==> config.mk <==
export PLATFORM = sky130hd
export DESIGN_NAME = sram_stream_arbiter_flat
export DESIGN_NICKNAME = d
export VERILOG_FILES = /design/src/rtl/sram_stream_arbiter_pkg.sv /design/src/rtl/sram_stream_arbiter_if.sv /design/src/rtl/sram_stream_arbiter_rr_arbiter.sv /design/src/rtl/sram_stream_arbiter.sv /design/src/flat_wrapper.sv
export SDC_FILE = /design/constraint.sdc
export NUM_CORES = 1
export LEC_CHECK = 0
export ABC_AREA = 0
export ABC_CLOCK_PERIOD_IN_PS = 2300
export CORE_AREA = 4 4 65 67
export CTS_CLUSTER_DIAMETER = 50
export DETAILED_ROUTE_END_ITERATION = 6
export DIE_AREA = 0 0 69 71
export DONT_BUFFER_PORTS = 1
export PLACE_DENSITY = 0.57
export RECOVER_POWER = 50
export SLEW_MARGIN = 20
export SYNTH_ARGS = -nofsm -noshare
export SYNTH_HDL_FRONTEND = slang
export SYNTH_SLANG_ARGS = --single-unit
==> constraint.sdc <==
create_clock -name clk -period 2.3 [get_ports clk]
set_input_delay 0.345 -clock clk [delete_from_list [all_inputs] [get_ports clk]]
set_output_delay 0.345 -clock clk [all_outputs]
set_load 0.05 [all_outputs]
==> src/rtl/sram_stream_arbiter_pkg.sv <==
// Shared types, defaults and helpers for the SRAM stream arbiter.
package sram_arb_pkg;

    localparam int unsigned DataWidth = 16;
    localparam int unsigned AddrWidth = 8;

    localparam int unsigned DefNumReq   = 2;
    localparam int unsigned DefMaxFlits = 64;
    localparam int unsigned DefCntW     = 7;

    typedef enum logic [1:0] {
        StIdle,
        StFetch,
        StStream
    } arb_state_e;

    // Requester that gets priority after idx has been served.
    function automatic int unsigned rr_next(input int unsigned idx, input int unsigned n);
        return (idx + 1) % n;
    endfunction

endpackage

==> src/rtl/sram_stream_arbiter_if.sv <==
// Requester-side stream handshake plus the SRAM pin bundle of the stream arbiter.
// master is the arbiter side; slave is the requester/RAM environment side.
interface sram_stream_arbiter_if
    import sram_arb_pkg::*;
#(
    parameter int unsigned NUM_REQ    = DefNumReq,
    parameter int unsigned ADDR_WIDTH = AddrWidth,
    parameter int unsigned DATA_WIDTH = DataWidth
) ();

    logic [NUM_REQ-1:0]            req;
    logic [NUM_REQ*ADDR_WIDTH-1:0] req_addr;
    logic [NUM_REQ-1:0]            grant;
    logic [NUM_REQ-1:0]            out_valid;
    logic [NUM_REQ-1:0]            out_ready;
    logic [DATA_WIDTH-1:0]         out_data;
    logic                          out_tail;
    logic [NUM_REQ-1:0]            done;
    logic                          err_overrun;

    logic                          ram_cs;
    logic                          ram_we;
    logic                          ram_oe;
    logic [ADDR_WIDTH-1:0]         ram_address;
    logic [DATA_WIDTH-1:0]         ram_data_out;
    logic                          ram_tail_out;

    modport master (
        input  req,
        input  req_addr,
        input  out_ready,
        input  ram_data_out,
        input  ram_tail_out,
        output grant,
        output out_valid,
        output out_data,
        output out_tail,
        output done,
        output err_overrun,
        output ram_cs,
        output ram_we,
        output ram_oe,
        output ram_address
    );

    modport slave (
        output req,
        output req_addr,
        output out_ready,
        output ram_data_out,
        output ram_tail_out,
        input  grant,
        input  out_valid,
        input  out_data,
        input  out_tail,
        input  done,
        input  err_overrun,
        input  ram_cs,
        input  ram_we,
        input  ram_oe,
        input  ram_address
    );

endinterface

==> src/rtl/sram_stream_arbiter_rr_arbiter.sv <==
// Combinational round-robin arbiter: scans from rr_ptr upward and returns a one-hot winner.
module rr_arbiter #(
    parameter int unsigned NUM_REQ = 2,
    parameter int unsigned IDX_W   = 1
) (
    input  logic [NUM_REQ-1:0] req,
    input  logic [IDX_W-1:0]   rr_ptr,
    input  logic               enable,
    output logic [NUM_REQ-1:0] winner
);

    logic             found;
    logic [IDX_W-1:0] idx;

    always_comb begin
        winner = '0;
        found  = 1'b0;
        idx    = '0;
        for (int unsigned off = 0; off < NUM_REQ; off++) begin
            idx = IDX_W'((32'(rr_ptr) + off) % NUM_REQ);
            if (enable && !found && req[idx]) begin
                winner[idx] = 1'b1;
                found       = 1'b1;
            end
        end
    end

endmodule

==> src/rtl/sram_stream_arbiter.sv <==
// Shares a single-port synchronous-read packet SRAM between requesters, streaming
// flits from a start address until the tail bit (or the flit cap) with valid/ready.
module sram_stream_arbiter
    import sram_arb_pkg::*;
#(
    parameter int unsigned NUM_REQ    = DefNumReq,
    parameter int unsigned MAX_FLITS  = DefMaxFlits,
    parameter int unsigned CNT_W      = DefCntW,
    parameter int unsigned ADDR_WIDTH = AddrWidth
) (
    input logic                   clk,
    input logic                   rst_n,
    sram_stream_arbiter_if.master bus
);

    localparam int unsigned IdxW = (NUM_REQ > 1) ? $clog2(NUM_REQ) : 1;

    arb_state_e            state_q, state_d;
    logic [NUM_REQ-1:0]    grant_q, grant_d;
    logic [ADDR_WIDTH-1:0] ptr_q, ptr_d;
    logic [CNT_W-1:0]      cnt_q, cnt_d;
    logic [IdxW-1:0]       rr_q, rr_d;

    logic [NUM_REQ-1:0]    win;
    logic [IdxW-1:0]       grant_idx;
    logic [ADDR_WIDTH-1:0] win_addr;
    logic                  g_ready;
    logic                  last_flit;
    logic                  rd_en;
    logic                  finish;

    rr_arbiter #(
        .NUM_REQ (NUM_REQ),
        .IDX_W   (IdxW)
    ) u_rr_arbiter (
        .req    (bus.req),
        .rr_ptr (rr_q),
        .enable (state_q == StIdle),
        .winner (win)
    );

    always_comb begin
        grant_idx = '0;
        win_addr  = '0;
        for (int i = 0; i < NUM_REQ; i++) begin
            if (grant_q[i]) grant_idx = IdxW'(i);
            if (win[i])     win_addr  = bus.req_addr[i*ADDR_WIDTH +: ADDR_WIDTH];
        end
    end

    // Only the owner's ready matters; everyone else's is masked off.
    assign g_ready   = |(bus.out_ready & grant_q);
    assign last_flit = bus.ram_tail_out || (cnt_q == CNT_W'(MAX_FLITS - 1));

    always_comb begin
        state_d = state_q;
        grant_d = grant_q;
        ptr_d   = ptr_q;
        cnt_d   = cnt_q;
        rr_d    = rr_q;
        rd_en   = 1'b0;
        finish  = 1'b0;
        case (state_q)
            StIdle: begin
                if (|bus.req) begin
                    grant_d = win;
                    ptr_d   = win_addr;
                    cnt_d   = '0;
                    state_d = StFetch;
                end
            end
            StFetch: begin
                rd_en   = 1'b1;
                ptr_d   = ptr_q + 1'b1;
                state_d = StStream;
            end
            StStream: begin
                // A new read would overwrite the flit on the bus, so only read on acceptance.
                if (g_ready) begin
                    if (!last_flit) begin
                        rd_en = 1'b1;
                        ptr_d = ptr_q + 1'b1;
                        cnt_d = cnt_q + 1'b1;
                    end else begin
                        finish  = 1'b1;
                        grant_d = '0;
                        rr_d    = IdxW'(rr_next(32'(grant_idx), NUM_REQ));
                        state_d = StIdle;
                    end
                end
            end
            default: begin
                state_d = StIdle;
                grant_d = '0;
            end
        endcase
    end

    always_ff @(posedge clk or negedge rst_n) begin
        if (!rst_n) begin
            state_q <= StIdle;
            grant_q <= '0;
            ptr_q   <= '0;
            cnt_q   <= '0;
            rr_q    <= '0;
        end else begin
            state_q <= state_d;
            grant_q <= grant_d;
            ptr_q   <= ptr_d;
            cnt_q   <= cnt_d;
            rr_q    <= rr_d;
        end
    end

    assign bus.grant       = grant_q;
    assign bus.out_valid   = (state_q == StStream) ? grant_q : '0;
    assign bus.out_data    = bus.ram_data_out;
    assign bus.out_tail    = bus.ram_tail_out;
    assign bus.done        = finish ? grant_q : '0;
    assign bus.err_overrun = finish & ~bus.ram_tail_out;

    assign bus.ram_cs      = rd_en;
    assign bus.ram_oe      = rd_en;
    assign bus.ram_we      = 1'b0;
    assign bus.ram_address = ptr_q;

endmodule

==> src/flat_wrapper.sv <==
// flat-port wrapper written by rule: the top's interface ports become plain ports
module sram_stream_arbiter_flat import sram_arb_pkg::*;
#(
    parameter int unsigned NUM_REQ    = DefNumReq,
    parameter int unsigned MAX_FLITS  = DefMaxFlits,
    parameter int unsigned CNT_W      = DefCntW,
    parameter int unsigned ADDR_WIDTH = AddrWidth
)
  (clk, rst_n, bus_req, bus_req_addr, bus_out_ready, bus_ram_data_out, bus_ram_tail_out, bus_grant, bus_out_valid, bus_out_data, bus_out_tail, bus_done, bus_err_overrun, bus_ram_cs, bus_ram_we, bus_ram_oe, bus_ram_address);
  sram_stream_arbiter_if #(.NUM_REQ(NUM_REQ), .ADDR_WIDTH(ADDR_WIDTH), .DATA_WIDTH((16))) bus_i ();
  input logic clk;
  input logic rst_n;
  input wire logic [$bits(bus_i.req)-1:0] bus_req;
  input wire logic [$bits(bus_i.req_addr)-1:0] bus_req_addr;
  input wire logic [$bits(bus_i.out_ready)-1:0] bus_out_ready;
  input wire logic [$bits(bus_i.ram_data_out)-1:0] bus_ram_data_out;
  input wire logic [$bits(bus_i.ram_tail_out)-1:0] bus_ram_tail_out;
  output wire logic [$bits(bus_i.grant)-1:0] bus_grant;
  output wire logic [$bits(bus_i.out_valid)-1:0] bus_out_valid;
  output wire logic [$bits(bus_i.out_data)-1:0] bus_out_data;
  output wire logic [$bits(bus_i.out_tail)-1:0] bus_out_tail;
  output wire logic [$bits(bus_i.done)-1:0] bus_done;
  output wire logic [$bits(bus_i.err_overrun)-1:0] bus_err_overrun;
  output wire logic [$bits(bus_i.ram_cs)-1:0] bus_ram_cs;
  output wire logic [$bits(bus_i.ram_we)-1:0] bus_ram_we;
  output wire logic [$bits(bus_i.ram_oe)-1:0] bus_ram_oe;
  output wire logic [$bits(bus_i.ram_address)-1:0] bus_ram_address;
  assign bus_i.req = bus_req;
  assign bus_i.req_addr = bus_req_addr;
  assign bus_i.out_ready = bus_out_ready;
  assign bus_i.ram_data_out = bus_ram_data_out;
  assign bus_i.ram_tail_out = bus_ram_tail_out;
  assign bus_grant = bus_i.grant;
  assign bus_out_valid = bus_i.out_valid;
  assign bus_out_data = bus_i.out_data;
  assign bus_out_tail = bus_i.out_tail;
  assign bus_done = bus_i.done;
  assign bus_err_overrun = bus_i.err_overrun;
  assign bus_ram_cs = bus_i.ram_cs;
  assign bus_ram_we = bus_i.ram_we;
  assign bus_ram_oe = bus_i.ram_oe;
  assign bus_ram_address = bus_i.ram_address;
  sram_stream_arbiter #(.NUM_REQ(NUM_REQ), .MAX_FLITS(MAX_FLITS), .CNT_W(CNT_W), .ADDR_WIDTH(ADDR_WIDTH)) u_core (.clk(clk), .rst_n(rst_n), .bus(bus_i));
endmodule
==> results.cfg, run 1 <==
[outcome]
outcome = complete, no violations

[synth]
async_reset_ff_share_pct = 100
synth_fp_nets = 223
main_combinational_cell_family_by_area_after_synthesis = compound AO/OA/AOI/OAI gates
post_synth_mux_area_share_pct = 3.97
fraction_of_synthesized_cell_area_in_xor_and_xnor_cells_pct = 0
ys_warn_count = 0
ys.flop_type = dfrtp_1
netlist_area_um2 = 1580
ys_ff_latch = 20
post_synth_fa_ha_maj_area_fraction_pct = 4.76
synth-edff-count = 0
avgSynthCellArea_um2 = 8.86
synthSimpleGateAreaFrac_pct = 21.4
synth_cell_type_count = 51
part_of_the_yosys_area_used_for_sequential_elements_pct = 31.7
syn-instance-count = 178
synth_compound_area_share_pct = 24.4

[power]
post-layout-total-power_w = 0.00258
fraction_of_power_spent_switching_nets_pct = 51.0
comb_power_share_pct = 64.4
power.share.clock_pct = 10.5
p_int_w = 0.00127
powerDensity_nw_per_um2 = 1550
netSwitchingPower_w = 0.00132
power_leakage_nw = 0.707
max-vdd-ir-drop_v = 0.000978
seq_power_share_pct = 25.0

[placement]
placement.io_buffers = 0
dpl.hpwl_mm = 2.87
finalWeightedCongestion = 0.901

[global_route]
grtUsageTotal_pct = 15.9
first_pass_grt_wire_length_mm = 6.44
number_of_antenna_violations_at_the_first_check_in_global_routing = 0
grt_max_degree = 21
grt.overflow.total = 0
grt_pass1_vias = 1312

[layout]
synthToLayoutAreaGrowth_pct = 5.56
drive_gt1_share_pct = 18.9
fillers = 372
n_antenna_cell = 0
finalNetCount = 221

[sta]
total_setup_violations_reported_at_the_end_of_the_flow = 0
worst_slew_margin_rel_pct = 23.8
timing.final.crit_share_pct = 94.9
timing.setup.tns_ns = 0
hold_viol_final = 0
clock-skew-final_ns = 0.00130
max_slew.worst_pin.slew_ns = 1.14
max_freq_mhz = 458
rsz0062_at_grt = no
time_the_worst_path_needs_with_i_o_delays_and_setup_ns = 2.18
slew_violations = 0

[routing]
wirelength_mm = 3.83
final_antenna_net_count = 0
drt_drc_violations_left = 0
detail_route.vias_per_cell = 5.99
drt_first_iter_violations = 100
dr_total_vias = 1335
wl_per_cell_um = 17.2
dr.pass1.iters = 4

[clock_tree]
post-cts-setup-buffers = 0
tritoncts_clock_tree = done
clock_insertion_delay_worst_skew_ns = 0.26
clock_tree.htree_level_count = 1
numClockSinks = 20
cts.clk_slew.worst_paths_ns = 0.08
clock_tree.root_cell = clkbuf_8
clockBufferDepth = 2
tritoncts.num_buffers = 3

[critical_path]
arrival_ns = 1.84
critical_path_peak_fanout = 6
start_kind = flip-flop
critical_register_to_register_path_startpoint = u_core.cnt_q[0]$_DFFE_PN0P_
crit_path_start = u_core.cnt_q[0]$_DFFE_PN0P_
setup.worst_path.class = flip-flop to output pin
cp-end-kind = output pin
required_ns = 1.96

[floorplan]
initial_standard_cell_utilization_of_the_core_pct = 43.4
fp.coreArea_um2 = 3630
site_row_count = 22
fp.dieArea_um2 = 4900
die_w_um = 69
num_io_pins = 74
dieHeight_um = 71

[worst_hold_path]
hp-class = input port to asynchronous set/reset pin

[run]
max_cap_violations = 0
## cells in the mapped netlist (2+ instances only)
cell type,number,area (um^2)
and2_1,2,12.5
a31oi_1,4,25.0
inv_1,6,22.5
nor2b_1,5,31.3
o31ai_1,3,22.5
ha_1,6,75.1
nand2_1,16,60.1
dfrtp_1,20,500
o21ai_0,7,35.0
nand2b_1,3,18.8
o211ai_1,4,30.0
a22oi_1,9,67.6
nand4bb_1,2,22.5
or4_1,2,15.0
buf_6,2,22.5
nand3_1,6,30.0
buf_4,20,150
a2bb2oi_1,2,17.5
mux2i_1,4,40.0
nor3_1,4,20.0
nor2_1,12,45.0
a21oi_1,4,20.0
o22ai_1,2,12.5
a21boi_1,2,15.0
a22o_1,2,17.5
mux2_2,2,22.5
o221a_1,3,33.8
## stage by stage
step	hold WS [ns]	cell area, um^2	utilization, %	instances	worst slack, ns
3_3_place_gp	0.0501	1600	44.0	218	0.368
4_1_cts	0.341	1660	45.8	223	0.0510
6_report	0.287	1660	45.8	223	0.118
3_5_place_dp	0.0503	1600	44.0	218	0.276
5_1_grt	0.377	1660	45.8	223	0.0255
2_1_floorplan	0.0494	1580	-	178	-0.175
## what timing repair did
item                       CTS  global route
setup endpoints to repair    0             2
gates resized for setup      0             2
hold buffers                 1             0
hold endpoints to repair    20             0
## final cells by class
cell class              instances  area, um^2  area share [%]
clock buffers                   4        55.1            3.31
multi-input cells             126         878            52.8
repair buffers                 18         144            8.65
inverters                       7        26.3            1.58
flip-flops and latches         20         500            30.1
well taps                      48        60.1            3.61
## critical path, stage by stage (launching register included)
cell and delay (ns):
dfrtp_1 0.42, ha_1 0.21, or2b_1 0.28, o21ba_2 0.25, nor3_1 0.20, buf_4 0.23
## layout by cell type, fill, tap and decap left out, drive strengths merged, types with 2 or more instances in the layout
cell type	n
or4	2
a21oi	4
ha	6
o211ai	4
o22ai	2
nand4	2
nand2	16
nor3	4
mux2	2
o21ai	7
and3	2
and2	2
a2bb2oi	2
inv	7
nor2	12
o21a	2
clkbuf	5
a21boi	3
a22o	3
mux2i	4
nand4bb	2
nor2b	5
nand2b	3
a22oi	9
a31oi	4
nand3	6
buf	17
dfrtp	20
o221a	3
o31ai	3
## power groups by stage
stage | logic, W | clock network (W) | registers, W
after floorplan | 0.00116 | 0 | 0.000832
after global placement | 0.00162 | 0 | 0.000646
after detailed placement | 0.00165 | 0 | 0.000651
after CTS | 0.00166 | 0.000279 | 0.000645
after global routing | 0.00182 | 0.000292 | 0.000665
final | 0.00166 | 0.000272 | 0.000646
## worst paths after layout
path                       depth (start not counted)                                    end  slack (ns)
min in group clk                                   3            u_core.cnt_q[4]$_DFFE_PN0P_        0.34
setup / recovery                                   5                            bus_done[0]        0.12
hold reg to reg                                    1            u_core.cnt_q[6]$_DFFE_PN0P_        0.54
setup reg to reg                                   6  u_core.bus.ram_address[3]$_DFFE_PN0P_        0.25
hold / removal                                     1        u_core.bus.grant[0]$_DFFE_PN0P_        0.29
max in group asynchronous                          1            u_core.cnt_q[0]$_DFFE_PN0P_        1.33
## layer usage
metal / vias to the layer above / part of all wire [%] / track usage, %
met2: 35 / 48 / 25.5
met1: 647 / 44 / 20.4
met4: 0 / 2.6 / 7.38
met5: - / 0 / 0
met3: 19 / 5.2 / 3.41
li1: 634 / - / -
## cell families after synthesis
| logic type | after synthesis |
|---|---|
| simple gates | 62 |
| fa+ha+maj | 6 |
| buf+inv | 32 |
| other cells | 1 |
| flops | 20 |
| mux | 6 |
| compound gates | 51 |
## flip-flops by register name, summed over array words and instances, names as in the netlist
| name | count |
|---|---|
| u_core.bus.grant | 2 |
| u_core.bus.ram_address | 8 |
| u_core.cnt_q | 7 |
| u_core.rr_q | 1 |
| u_core.state_q | 2 |
No activity file was read; power rests on OpenSTA's default activity.
==> inputs of run 2 (changes only) <==
Settings changed: PLACE_DENSITY 0.57 to not set.
==> run 2 against run 1 <==
Via count down 3.1%. Die area unchanged. Core utilization down 0.069 points. Largest power group unchanged.
==> results.cfg, run 2 (synthesis gave the netlist of run 1 again) <==
[run]
max_cap_violations = 0

[sta]
final_critical_path_setup_slack_ns = 0.101
time_the_worst_path_needs_with_i_o_delays_and_setup_ns = 2.20
hold_viol_final = 0
max_freq_mhz = 455
rsz0062_at_grt = no
slew_violations = 0
timing.final.crit_share_pct = 95.6
clock-skew-final_ns = 0.00655
worst_slew_margin_rel_pct = 38.8
total_setup_violations_reported_at_the_end_of_the_flow = 0
max_slew.worst_pin.slew_ns = 0.915
hold_ws_ns = 0.337

[clock_tree]
numClockSinks = 20
cts.clk_slew.worst_paths_ns = 0.08
clock_insertion_delay_worst_skew_ns = 0.26
clock_tree.htree_level_count = 1
tritoncts_clock_tree = done
tritoncts.num_buffers = 3
clock_tree.root_cell = clkbuf_8
post-cts-setup-buffers = 0
clockBufferDepth = 2

[global_route]
grt.overflow.total = 0
grt_max_degree = 21
grtUsageTotal_pct = 15.1
number_of_antenna_violations_at_the_first_check_in_global_routing = 0
first_pass_grt_wire_length_mm = 6.09
grt_pass1_vias = 1324

[power]
power_leakage_nw = 0.689
post-layout-total-power_w = 0.00258
max-vdd-ir-drop_v = 0.00111
powerDensity_nw_per_um2 = 1550

[routing]
dr_total_vias = 1293
wirelength_mm = 3.78
dr.pass1.iters = 6
detail_route.vias_per_cell = 5.82
final_antenna_net_count = 0
drt_first_iter_violations = 60
drt_drc_violations_left = 0
wl_per_cell_um = 17.0

[floorplan]
initial_standard_cell_utilization_of_the_core_pct = 43.4
fp.dieArea_um2 = 4900
num_io_pins = 74
dieHeight_um = 71
fp.coreArea_um2 = 3630
die_w_um = 69
site_row_count = 22

[worst_hold_path]
hp-class = input port to flip-flop
hp-start = bus_req[1]

[critical_path]
arrival_ns = 1.85
crit_path_start = u_core.cnt_q[0]$_DFFE_PN0P_
crit_chain = ha_1, or2b_1, o21ba_2, nor3_1, buf_4
cp-end-kind = output pin
critical_register_to_register_path_startpoint = u_core.bus.grant[0]$_DFFE_PN0P_
cpMaxStageDelayCell = dfrtp_1
setup.worst_path.class = flip-flop to output pin
start_kind = flip-flop
critical_path_peak_fanout = 6
required_ns = 1.96
critical-path-max-stage-delay_ns = 0.44

[placement]
placement.io_buffers = 0
dpl_worst_slack_ns = 0.263
dpl.hpwl_mm = 2.92
post_dp_cell_area_um2 = 1600
finalWeightedCongestion = 0.911

[layout]
synthToLayoutAreaGrowth_pct = 5.40
largest_register_ffs = 8
finalNetCount = 220
drive_gt1_share_pct = 15.5
n_antenna_cell = 0
final_area_um2 = 1660
commonest_cells_after_routing_fill_and_taps_aside = dfrtp_1 (20), nand2_1 (16), nor2_1 (11)
layout.cells.most_common = dfrtp_1

[outcome]
outcome = complete, no violations
## run 2: cell types whose count changed in the layout (fill, tap and decap cells not counted)
cell	before	now
bufinv_16	0	1
dlygate4sd3_1	0	1
nor3_1	3	2
clkbuf_1	1	6
buf_4	16	9
clkbuf_8	4	3
nor3_2	1	2
## run 2: critical path, delay by kind of cell, from the launching register on
kind            cells  cell delay (ns)
compound gates      1             0.26
fa+ha+maj           1             0.22
buf+inv             1             0.22
flops               1             0.44
simple gates        2             0.45
## run 2: layout make-up
type                    count  area, um^2
clock buffers               3        41.3
clock inverters             1        30.0
fillers                   355        1970
inverters                   7        26.3
multi-input cells         126         883
flip-flops and latches     20         500
well taps                  48        60.1
repair buffers             17         120
## run 2: final timing paths
check / end / slack [ns] / cells past startpoint
min in group asynchronous: u_core.cnt_q[3]$_DFFE_PN0P_ / 0.66 / 1
max reg2reg: u_core.bus.ram_address[3]$_DFFE_PN0P_ / 0.14 / 5
max in group asynchronous: u_core.bus.ram_address[6]$_DFFE_PN0P_ / 1.08 / 1
max: bus_err_overrun / 0.10 / 5
min: u_core.cnt_q[4]$_DFFE_PN0P_ / 0.34 / 3
min reg2reg: u_core.cnt_q[6]$_DFFE_PN0P_ / 0.54 / 1
## run 2: where the power goes
group	leakage, nW	switching (W)	internal [W]	total [W]
clock network	0.0357	0.000118	0.000232	0.000350
registers	0.259	0.000177	0.000470	0.000647
logic	0.395	0.000999	0.000584	0.00158
## run 2: timing repair
| action | in CTS | in global routing |
|---|---|---|
| hold buffers | 1 | 0 |
| gates resized for setup | 0 | 2 |
| setup endpoints to repair | 0 | 2 |
| endpoints found under the hold margin | 20 | 0 |
## run 2: through the flow
| stage | setup TNS, ns | util [%] | cells |
|---|---|---|---|
| after global placement | 0 | 43.9 | 217 |
| after CTS | 0 | 46.1 | 222 |
| after global routing | 0 | 45.7 | 222 |
| after floorplan | -0.369 | - | 178 |
| final | 0 | 45.7 | 222 |
| after detailed placement | 0 | 43.9 | 217 |
## run 2: per-layer routing
| layer | part of all wire (%) | vias up | GRT usage, % | routed length [um] |
|---|---|---|---|---|
| met2 | 50 | 38 | 25.8 | 1880 |
| met5 | 0 | - | 0 | 0 |
| met1 | 39 | 596 | 15.8 | 1480 |
| li1 | - | 628 | - | - |
| met4 | 4.4 | 0 | 10.4 | 166 |
| met3 | 6.8 | 31 | 4.97 | 256 |
==> inputs of run 3 (changes only) <==
Settings changed: CORE_AREA 4 4 65 67 to 4 4 68 70, DIE_AREA 0 0 69 71 to 0 0 72 74.
==> run 3 against run 2 <==
Flip-flop and latch count unchanged. Largest cell class unchanged. Sequential power about the same. Worst hold slack worse by 0.050 ns. Maximum frequency up 1.7%. Critical endpoint unchanged. Highest routed layer unchanged. Global-route usage down 0.32 points. Cell count up 1.8%. Count of clock-buffer cells in the layout up 1.
==> results.cfg, run 3 (synthesis gave the netlist of run 1 again) <==
[floorplan]
fp.coreArea_um2 = 3970
fp.dieArea_um2 = 5330
site_row_count = 23
dieHeight_um = 74
num_io_pins = 74
die_w_um = 72
initial_standard_cell_utilization_of_the_core_pct = 39.7

[routing]
drt_drc_violations_left = 0
detail_route.vias_per_cell = 5.94
final_antenna_net_count = 0
wirelength_mm = 3.84
wl_per_cell_um = 17.0
dr.pass1.iters = 4
dr_total_vias = 1342
drt_first_iter_violations = 59

[sta]
timing.final.crit_share_pct = 94.0
max_freq_mhz = 462
time_the_worst_path_needs_with_i_o_delays_and_setup_ns = 2.16
clock-skew-final_ns = 0.00363
slew_violations = 0
rsz0062_at_grt = no
max_slew.worst_pin.slew_ns = 1.15
worst_slew_margin_rel_pct = 23.3
hold_viol_final = 0
total_setup_violations_reported_at_the_end_of_the_flow = 0

[clock_tree]
tritoncts_clock_tree = done
clock_tree.root_cell = clkbuf_8
clock_tree.htree_level_count = 1
numClockSinks = 20
clockBufferDepth = 2
clock_insertion_delay_worst_skew_ns = 0.26
post-cts-setup-buffers = 0
tritoncts.num_buffers = 3
cts.clk_slew.worst_paths_ns = 0.08

[critical_path]
cp-end-kind = output pin
arrival_ns = 1.82
required_ns = 1.96
setup.worst_path.class = flip-flop to output pin
critical_path_peak_fanout = 6
start_kind = flip-flop

[layout]
layout.cells.most_common = dfrtp_1
commonest_cells_after_routing_fill_and_taps_aside = dfrtp_1 (20), buf_4 (17), nand2_1 (16)
fillers = 405
synthToLayoutAreaGrowth_pct = 6.19
layout.cells.non_filler = 226
finalNetCount = 222
n_antenna_cell = 0
drive_gt1_share_pct = 19.3
largest_register_ffs = 8

[worst_hold_path]
hp-class = input port to asynchronous set/reset pin

[global_route]
grt.overflow.total = 0
first_pass_grt_wire_length_mm = 6.41
grt_pass1_vias = 1388
grtUsageTotal_pct = 14.8
grt_max_degree = 21
number_of_antenna_violations_at_the_first_check_in_global_routing = 0

[outcome]
outcome = complete, no violations

[placement]
finalWeightedCongestion = 0.877
dpl.hpwl_mm = 2.94
dp.cells = 221
placement.io_buffers = 0

[power]
power_leakage_nw = 0.712
max-vdd-ir-drop_v = 0.000842
post-layout-total-power_w = 0.00258
powerDensity_nw_per_um2 = 1540

[run]
max_cap_violations = 0
==> run 3: cell type report <==
type                       count  area, um^2  share of cell area, %
clock buffer                   4        55.1                   3.29
inverter                       7        26.3                   1.57
multi-input combinational    126         878                   52.5
sequential                    20         500                   29.9
tap                           50        62.6                   3.74
timing repair buffer          19         151                   9.04
==> run 3: worst paths after layout <==
kind	startpoint	end	slack (ns)	depth (start not counted)
worst max-delay path	u_core.cnt_q[0]$_DFFE_PN0P_	bus_err_overrun	0.14	5
worst min-delay path	rst_n	u_core.cnt_q[4]$_DFFE_PN0P_	0.29	1
worst max register to register	u_core.cnt_q[0]$_DFFE_PN0P_	u_core.bus.ram_address[3]$_DFFE_PN0P_	0.36	7
worst min register to register	u_core.rr_q$_DFFE_PN0P_	u_core.rr_q$_DFFE_PN0P_	0.54	2
max in group asynchronous	rst_n	u_core.bus.ram_address[5]$_DFFE_PN0P_	1.33	1
min in group clk	bus_req[1]	u_core.cnt_q[4]$_DFFE_PN0P_	0.34	3
==> run 3: what timing repair did <==
action / CTS / global route
endpoints found under the setup margin: 0 / 2
hold buffers: 1 / 0
gates resized for setup: 0 / 2
hold endpoints to repair: 20 / 0
==> run 3: critical path, cell delays in order (launching register included) <==
cell	delay, ns
dfrtp_1	0.41
ha_1	0.21
or2b_1	0.28
o21ba_2	0.25
nor3_1	0.18
buf_4	0.22
==> run 3: metrics by stage <==
step	hold slack, ns	util [%]	instance area (um^2)	worst slack [ns]	setup TNS, ns
floorplan	0.0494	-	1580	-0.175	-0.369
global placement	0.0504	40.5	1610	0.415	0
detailed placement	0.0504	40.5	1610	0.349	0
CTS	0.341	42.1	1670	0.0734	0
global route	0.371	42.2	1670	0.00790	0
finish	0.287	42.2	1670	0.138	0
==> run 3: layer usage <==
layer / track usage, % / wire [um] / vias up
li1: - / - / 636
met1: 18.6 / 1610 / 645
met2: 25.3 / 1940 / 43
met3: 2.43 / 215 / 18
met4: 6.47 / 80 / 0
met5: 0 / 0 / -
==> run 3: power breakdown <==
part | total, W | internal [W] | switching [W] | leakage (nW)
sequential | 0.000646 | 0.000470 | 0.000176 | 0.259
clock | 0.000274 | 0.000152 | 0.000121 | 0.0288
combinational | 0.00166 | 0.000648 | 0.00101 | 0.424
